[src/rtl/ikaopll_pg_sequencer_pkg.sv]
// Shared constants, register layouts and slot helpers for the IKAOPLL sequencers.
package ikaopll_pg_sequencer_pkg;

    localparam int unsigned SLOTS      = 18;
    localparam int unsigned CHANS      = SLOTS / 2;
    localparam int unsigned SLOT_W     = $clog2(SLOTS);
    localparam int unsigned CH_W       = $clog2(CHANS);
    localparam int unsigned PHI1_DIV_W = 2;

    localparam logic [5:0] OP_BASE  = 6'h00;
    localparam logic [5:0] RHY_ADDR = 6'h12;
    localparam logic [5:0] FNL_BASE = 6'h18;
    localparam logic [5:0] FNH_BASE = 6'h28;

    typedef struct packed {
        logic       pm;
        logic [3:0] mul;
    } op_reg_t;

    typedef struct packed {
        logic       keyon;
        logic [2:0] block;
        logic [8:0] fnum;
    } ch_reg_t;

    // Operators are paired modulator/carrier, so the channel is the slot without bit 0.
    function automatic logic [CH_W-1:0] slot_to_ch(input logic [SLOT_W-1:0] slot);
        return slot[SLOT_W-1:1];
    endfunction

endpackage

[src/rtl/ikaopll_pg_sequencer_timinggen.sv]
// phiM -> phi1 enable divider, 18-slot operator counter and cycle decodes.
module ikaopll_timinggen #(
    parameter int unsigned SLOTS    = ikaopll_pg_sequencer_pkg::SLOTS,
    parameter int unsigned PHI1_DIV = 4
) (
    input  logic       i_EMUCLK,
    input  logic       i_IC,
    input  logic       i_phiM_PCEN_n,
    output logic       o_phi1_PCEN_n,
    output logic       o_phi1_NCEN_n,
    output logic [4:0] o_SLOT,
    output logic       o_CYCLE_17,
    output logic       o_CYCLE_20,
    output logic       o_CYCLE_21
);
    import ikaopll_pg_sequencer_pkg::*;

    logic [PHI1_DIV_W-1:0] div_q, div_d;
    logic [4:0]            slot_q, slot_d;
    logic                  phim_en, pcen, ncen;

    always_comb begin
        phim_en = ~i_phiM_PCEN_n;
        pcen    = phim_en && (div_q == PHI1_DIV_W'(PHI1_DIV - 1));
        ncen    = phim_en && (div_q == PHI1_DIV_W'(PHI1_DIV / 2 - 1));

        div_d = div_q;
        if (pcen) begin
            div_d = '0;
        end else if (phim_en) begin
            div_d = div_q + 1'b1;
        end

        slot_d = slot_q;
        if (ncen) begin
            slot_d = (slot_q == 5'(SLOTS - 1)) ? '0 : slot_q + 1'b1;
        end
    end

    always_ff @(posedge i_EMUCLK or posedge i_IC) begin
        if (i_IC) begin
            div_q  <= '0;
            slot_q <= '0;
        end else begin
            div_q  <= div_d;
            slot_q <= slot_d;
        end
    end

    // Chip cycle numbers run 18 ahead of the slot index, hence 20/21 on slots 2/3.
    assign o_phi1_PCEN_n = ~pcen;
    assign o_phi1_NCEN_n = ~ncen;
    assign o_SLOT        = slot_q;
    assign o_CYCLE_17    = (slot_q == 5'(SLOTS - 1));
    assign o_CYCLE_20    = (slot_q == 5'd2);
    assign o_CYCLE_21    = (slot_q == 5'd3);

endmodule

[src/rtl/ikaopll_pg_sequencer.sv]
// Phase-generator sequencer: PG register file, per-slot parameter mux and key-on phase resets.
module ikaopll_pg_sequencer #(
    parameter int unsigned SLOTS    = ikaopll_pg_sequencer_pkg::SLOTS,
    parameter int unsigned PHI1_DIV = 4
) (
    input  logic       i_EMUCLK,
    input  logic       i_IC,
    input  logic       i_phiM_PCEN_n,
    input  logic       i_WR,
    input  logic [5:0] i_ADDR,
    input  logic [7:0] i_DATA,
    output logic       o_phi1_PCEN_n,
    output logic       o_phi1_NCEN_n,
    output logic [4:0] o_SLOT,
    output logic       o_CYCLE_17,
    output logic       o_CYCLE_20,
    output logic       o_CYCLE_21,
    output logic       o_RHYTHM_EN,
    output logic [8:0] o_FNUM,
    output logic [2:0] o_BLOCK,
    output logic [3:0] o_MUL,
    output logic       o_PM,
    output logic       o_PG_PHASE_RST
);
    import ikaopll_pg_sequencer_pkg::*;

    localparam int unsigned NCH = SLOTS / 2;

    ikaopll_timinggen #(
        .SLOTS    (SLOTS),
        .PHI1_DIV (PHI1_DIV)
    ) u_timinggen (
        .i_EMUCLK      (i_EMUCLK),
        .i_IC          (i_IC),
        .i_phiM_PCEN_n (i_phiM_PCEN_n),
        .o_phi1_PCEN_n (o_phi1_PCEN_n),
        .o_phi1_NCEN_n (o_phi1_NCEN_n),
        .o_SLOT        (o_SLOT),
        .o_CYCLE_17    (o_CYCLE_17),
        .o_CYCLE_20    (o_CYCLE_20),
        .o_CYCLE_21    (o_CYCLE_21)
    );

    op_reg_t           op_q [SLOTS];
    op_reg_t           op_d [SLOTS];
    ch_reg_t           ch_q [NCH];
    ch_reg_t           ch_d [NCH];
    logic              rhy_q, rhy_d;
    logic [SLOTS-1:0]  pend_q, pend_d, pend_set;
    logic [8:0]        fnum_q, fnum_d;
    logic [2:0]        block_q, block_d;
    logic [3:0]        mul_q, mul_d;
    logic              pm_q, pm_d;
    logic              prst_q, prst_d;

    logic [5:0]        op_idx, fnl_idx, fnh_idx;
    logic [CH_W-1:0]   wr_ch;
    logic [SLOT_W-1:0] prev_slot;
    logic [CH_W-1:0]   ch_sel;

    always_comb begin : reg_write
        op_d     = op_q;
        ch_d     = ch_q;
        rhy_d    = rhy_q;
        pend_set = '0;
        op_idx   = i_ADDR - OP_BASE;
        fnl_idx  = i_ADDR - FNL_BASE;
        fnh_idx  = i_ADDR - FNH_BASE;
        wr_ch    = '0;

        if (i_WR) begin
            if (op_idx < 6'(SLOTS)) begin
                op_d[op_idx[SLOT_W-1:0]].pm  = i_DATA[7];
                op_d[op_idx[SLOT_W-1:0]].mul = i_DATA[3:0];
            end else if (i_ADDR == RHY_ADDR) begin
                rhy_d = i_DATA[5];
            end else if (fnl_idx < 6'(NCH)) begin
                ch_d[fnl_idx[CH_W-1:0]].fnum[7:0] = i_DATA;
            end else if (fnh_idx < 6'(NCH)) begin
                wr_ch = fnh_idx[CH_W-1:0];
                // Only a rising key-on restarts the phase of both operators of the channel.
                if (i_DATA[4] && !ch_q[wr_ch].keyon) begin
                    pend_set[{wr_ch, 1'b0}] = 1'b1;
                    pend_set[{wr_ch, 1'b1}] = 1'b1;
                end
                ch_d[wr_ch].keyon   = i_DATA[4];
                ch_d[wr_ch].block   = i_DATA[3:1];
                ch_d[wr_ch].fnum[8] = i_DATA[0];
            end
        end
    end

    always_comb begin : out_load
        prev_slot = (o_SLOT == '0) ? SLOT_W'(SLOTS - 1) : o_SLOT - 1'b1;
        ch_sel    = slot_to_ch(o_SLOT);
        pend_d    = pend_q | pend_set;
        fnum_d    = fnum_q;
        block_d   = block_q;
        mul_d     = mul_q;
        pm_d      = pm_q;
        prst_d    = prst_q;

        // Loads read the post-write arrays so a same-cycle write is what gets presented.
        if (!o_phi1_PCEN_n) begin
            fnum_d  = ch_d[ch_sel].fnum;
            block_d = ch_d[ch_sel].block;
            mul_d   = op_d[o_SLOT].mul;
            pm_d    = op_d[o_SLOT].pm;
            prst_d  = ~pend_d[prev_slot];
            if (!pend_set[prev_slot]) begin
                pend_d[prev_slot] = 1'b0;
            end
        end
    end

    always_ff @(posedge i_EMUCLK or posedge i_IC) begin
        if (i_IC) begin
            op_q    <= '{default: '0};
            ch_q    <= '{default: '0};
            rhy_q   <= 1'b0;
            pend_q  <= '0;
            fnum_q  <= '0;
            block_q <= '0;
            mul_q   <= '0;
            pm_q    <= 1'b0;
            prst_q  <= 1'b1;
        end else begin
            op_q    <= op_d;
            ch_q    <= ch_d;
            rhy_q   <= rhy_d;
            pend_q  <= pend_d;
            fnum_q  <= fnum_d;
            block_q <= block_d;
            mul_q   <= mul_d;
            pm_q    <= pm_d;
            prst_q  <= prst_d;
        end
    end

    assign o_RHYTHM_EN    = rhy_q;
    assign o_FNUM         = fnum_q;
    assign o_BLOCK        = block_q;
    assign o_MUL          = mul_q;
    assign o_PM           = pm_q;
    assign o_PG_PHASE_RST = prst_q;

endmodule

[config.mk]
export PLATFORM = sky130hd
export DESIGN_NAME = ikaopll_pg_sequencer
export DESIGN_NICKNAME = d
export VERILOG_FILES = /design/src/rtl/ikaopll_pg_sequencer_pkg.sv /design/src/rtl/ikaopll_pg_sequencer_timinggen.sv /design/src/rtl/ikaopll_pg_sequencer.sv
export SDC_FILE = /design/constraint.sdc
export NUM_CORES = 1
export LEC_CHECK = 0
export BUFFER_PORTS_ARGS = -buffer_cell sky130_fd_sc_hd__buf_2
export CORE_MARGIN = 4
export CORE_UTILIZATION = 56
export CTS_BUF_LIST = sky130_fd_sc_hd__clkbuf_16
export CTS_CLUSTER_DIAMETER = 40
export DETAILED_ROUTE_END_ITERATION = 16
export GPL_ROUTABILITY_DRIVEN = 0
export PLACE_DENSITY = 0.76
export SYNTH_ARGS = -nofsm -noshare
export SYNTH_HDL_FRONTEND = slang
export SYNTH_HIERARCHICAL = 1
export SYNTH_SLANG_ARGS = --single-unit
[constraint.sdc]
create_clock -name i_EMUCLK -period 9 [get_ports i_EMUCLK]
set_input_delay 1.8 -clock i_EMUCLK [delete_from_list [all_inputs] [get_ports i_EMUCLK]]
set_output_delay 1.8 -clock i_EMUCLK [all_outputs]
set_load 0.02 [all_outputs]
Word-level counts from Yosys, hierarchy flattened
Index checks and enable logic that the tools add are counted.
- bitwise operators: 14
- eq/ne operators: 7
- reductions and logical operators: 12
- mux-type cells: 56
- add/sub/neg operators: 5
- $lt $le $gt $ge: 17
- operators with widths (kind ; count):
    two-way mux 117 bit ; 5
    bitwise mux 117 bit ; 4
    demux 13 bit (select 4 bit) ; 4
    bitwise mux 90 bit ; 2
    two-way mux 90 bit ; 2
    two-way mux 18 bit ; 8
    binary-select mux 13 bit (select 4 bit) ; 2
    demux 5 bit (select 5 bit) ; 2
    two-way mux 13 bit ; 3
    two-way mux 12 bit ; 3
    binary-select mux 5 bit (select 5 bit) ; 1
    two-way mux 5 bit ; 5
    AND 18 bit ; 1
    < comparator 5 x 6 -> 1 bit (second input constant) ; 3
    inverter 18 bit ; 1
    OR 17 x 18 -> 18 bit ; 1
    OR 18 bit ; 1
    >= comparator 5 x 1 -> 1 bit (second input constant) ; 3
    >= comparator 5 bit (second input constant) ; 3
    inverter 4 -> 5 bit ; 3
    >= comparator 6 bit (second input constant) ; 2
    < comparator 6 x 4 -> 1 bit (second input constant) ; 2
    inverter 5 -> 6 bit ; 2
    binary-select mux 1 bit (select 5 bit) ; 2
    other kinds (26) ; 46
- register bits: 251
- logic and storage cells: 183
- output and inout port bits: 29
- input port bits: 18

Logic depth before layout (Yosys ltp)
- depth after elaboration: 17
- gate-level depth with buffers: 12
- mapped depth without buffers: 9

Cells and area by module
Netlist, hierarchy kept.
- modules (own cells, without submodules) (module ; times used ; area an instance (um2) ; cells each):
    ikaopll_pg_sequencer ; 1 ; 11698.7 ; 928
    ikaopll_timinggen ; 1 ; 421.7 ; 41

Worst setup path after synthesis
Ideal clock, no wire load.
- path type: input-to-reg
- start point: input port i_ADDR[3]
- end point: register fnum_q[0], in the netlist o_FNUM[0]
- data required time: 8.882 ns
- stages: 10
- arrival: 4.663 ns
- slack: 4.219 ns
- path through: clkbuf_1 -> inv_1 -> ha_1 -> buf_1 -> or4_1 -> clkbuf_1 -> nor2_1 -> mux2_2 -> mux4_2 -> a21o_1
- RTL lines (element ; RTL line ; source):
    start: declaration ; ikaopll_pg_sequencer.sv:10 ; input logic [5:0] i_ADDR,
    end signal: assignment ; ikaopll_pg_sequencer.sv:132 ; fnum_q <= fnum_d;
    end: declaration ; ikaopll_pg_sequencer.sv:50 ; logic [8:0] fnum_q, fnum_d;

==> impl_metrics.json <==
{
  "postSynth.topFlopCell": "dfrtp_1",
  "synth_area_per_cell_um2": 12.5,
  "worst_ir_drop_vdd_v": 0.000277,
  "pin_count_of_the_biggest_net_entering_global_routing": 89,
  "critical_path_cell_count": 10,
  "rr_worst_depth": 8,
  "timing.final.crit_share": 0.535,
  "post_cts_resize_count": 0,
  "clockRootBuffer": "clkbuf_16",
  "antenna_found_initial": 0,
  "grt_setup_unrepaired": "false",
  "critical_path.most_common_cell": "a221o_1",
  "crit_fanout": 16,
  "yosys-top-cells-area": "dfrtp_1 52%, mux2_2 18%, mux4_2 5.2%, mux2i_1 2.7%, nand2_1 1.9%",
  "timing.critical_path.required_ns": 9.39,
  "cts_tree": "yes",
  "crit_family": "simple AND/OR/NAND/NOR gates",
  "post_synth_num_cell_types": 68,
  "timing.critical_path.arrival_ns": 5.20,
  "drive_above_1_share": 0.351,
  "grt_first_pass_wirelength_um": 48300,
  "die_x_um": 155,
  "power-per-cell-area_nw_per_um2": 281,
  "number_of_buffers_inserted_by_post_cts_setup_repair": 0,
  "critical_path.cell_chain": "buf_2, inv_1, ha_1, or3b_1, nor3_1, mux2_2, mux4_2, nand2b_1, a221o_1, a221o_1",
  "post-route-cell-area_um2": 13700,
  "synth.net_count": 998,
  "grt_use_total": 0.254,
  "post_drt_wl_per_cell_um": 23.0,
  "tritoncts.num_buffers": 36,
  "whs_ns": 0.466,
  "fin_tns_setup_ns": 0,
  "num_vias": 8276,
  "critical-path-slowest-cell": "nor3_1",
  "timing.fmax_mhz": 208,
  "drc": 0,
  "crit_path_end_kind": "flop",
  "portBuffers": 46,
  "yosys.cell_count.top_type": "dfrtp_1",
  "final_critical_delay_including_setup_and_external_delays_ns": 4.82,
  "crit_buf_inv": 2,
  "detail_route.wirelength_um": 30000,
  "ctsLongestPathBuffers": 3,
  "maxCapViolCount": 0,
  "worst_setup_timing_slack_at_the_placement_stage_ns": 3.75,
  "number_of_synthesis_warnings": 6,
  "fraction_of_post_synthesis_cell_area_in_the_top_cell_type_by_area": 0.516,
  "cts-htree-levels": 2,
  "area_growth_pct": 13.1,
  "grt_pass1_vias": 8792,
  "timing.slew.headroom": 0.103,
  "worstMarginPinSlew_ns": 1.33,
  "finalClockSkew_ns": 0.0121,
  "postRouteAntennaNets": 0,
  "drt-pass1-iter-count": 5,
  "seq_total_area_yosys": 0.518,
  "place.detailed.hpwl_um": 18600,
  "drt-vias-per-instance": 6.33,
  "postCtsHoldBufs": 0,
  "core_area_um2": 21200,
  "min-delay-path-class": "flop to flop",
  "antenna_cells_inserted": 0,
  "synth_top_cells_by_count": "250 x dfrtp_1, 198 x mux2_2, 60 x nand2_1",
  "floorplan.initialDensity": 0.573,
  "synth_top_area_cell": "dfrtp_1",
  "die_height_um": 155,
  "timing.critical_path.from_type": "primary input",
  "synth_enable_flop_cells": 0,
  "grt.overflow.total": 0,
  "cp_slowest_stage_delay_ns": 0.75,
  "post_layout_worst_setup_margin_ns": 4.18,
  "post_layout_utilization_of_the_core": 0.648,
  "clk_pin_slew_ns": 0.05,
  "design.die.area_um2": 24100,
  "ys_ff_latch": 251,
  "final.fill_count": 1576,
  "result_of_the_run": "finished clean",
  "synthesis.instances": 969,
  "instance_count_along_the_most_critical_hold_path": 2,
  "row_count": 53,
  "cell_area_after_placement_um2": 12600,
  "crit_type": "primary input to flop",
  "finish.net_count": 1037,
  "syn_area_um2": 12100,
  "drt_iter0_drc": 650,
  "insertion_delay_ns": 0.50,
  "ioPinCount": 47,
  "final_max_tran_viols": 0,
  "hold_violations": 0,
  "num_clock_sinks": 251,
  "synth-async-reset-ratio": 1.00,
  "p_leak_nw": 6.42,
  "setup_viol_count_final": 0
}
## cell usage in the layout (no fill, tap or decap), types with 9 or more instances in the layout
cell	synthesis	final
a21oi_1	18	18
a31oi_1	17	17
nand2_1	60	60
ha_1	11	11
clkbuf_16	0	37
o221ai_1	10	10
inv_1	16	17
and2_1	10	10
buf_4	1	12
nand3_1	15	15
a22oi_1	9	9
o21ai_0	16	16
buf_2	2	46
nor3_1	35	35
mux2i_1	33	33
mux4_2	28	28
dfrtp_1	250	247
mux2_2	198	198
nor2_1	48	48
nand4_1	13	13
a21o_1	10	10
## flip-flops by register name, indices dropped and copies added, names as in the netlist, named ones only
name and cells:
o_PM 1, o_RHYTHM_EN 1, op_q 90, u_timinggen/div_q 2, o_BLOCK 3, o_PG_PHASE_RST 1
o_MUL 4, u_timinggen/o_SLOT 5, pend_q 18, o_FNUM 9, ch_q 108
## layout make-up
cell class                 count  area, µm²  share of cell area
clock buffer                  37        926              0.0675
clock inverter                25        215              0.0157
inverter                      19       78.8             0.00575
multi-input combinational    642       5540               0.404
sequential                   251       6290               0.459
tap                          275        344              0.0251
timing repair buffer          58        320              0.0234
## cell families (layout without fill, tap and decap cells)
group                      after synthesis  after routing  share of synthesized area
DFF                                    251            251                      0.518
adders and majority gates               11             11                     0.0114
buffers and inverters                   76            139                     0.0249
muxes                                  260            260                      0.264
AOI/OAI and AO/OA                      130            130                     0.0776
and+or+nand+nor                        235            235                     0.0993
xor gates and xnor gates                 6              6                    0.00434
## path summary, 6_finish.rpt
path | startpoint | endpoint | slack, ns
worst max-delay path | i_ADDR[3] | o_MUL[1] | 4.18
worst min-delay path | ch_q[92] | ch_q[92] | 0.47
worst max register to register | u_timinggen/o_SLOT[0] | pend_q[4] | 5.20
worst min register to register | ch_q[92] | ch_q[92] | 0.47
max in group asynchronous | i_IC | op_q[42] | 6.10
min in group asynchronous | i_IC | u_timinggen/div_q[0] | 1.29
## tightest hold or removal path, delay by kind of cell (launching register included)
family,cells,cell delay (ns)
simple gates,2,0.12
flops,1,0.32
## report_power, final
group,switching (mW),internal [mW]
clock,0.501,0.833
sequential,0.0924,1.31
combinational,0.665,0.448
total,1.26,2.59
## per-stage QoR
| step | std cells | power [mW] |
|---|---|---|
| final | 1307 | 3.85 |
| after global routing | 1307 | 4.03 |
| after CTS | 1307 | 3.87 |
| after detailed placement | 1245 | 2.52 |
| after global placement | 1245 | 2.49 |
| after floorplan | 969 | 2.22 |
## routing by layer
| layer | up-vias | GRT usage | wire length, µm |
|---|---|---|---|
| li1 | 3668 | - | - |
| met1 | 4258 | 0.347 | 12700 |
| met2 | 284 | 0.420 | 14700 |
| met3 | 66 | 0.0417 | 1760 |
| met4 | 0 | 0.0812 | 813 |
| met5 | - | 0 | 0 |
(Power assumes the default switching activity.)
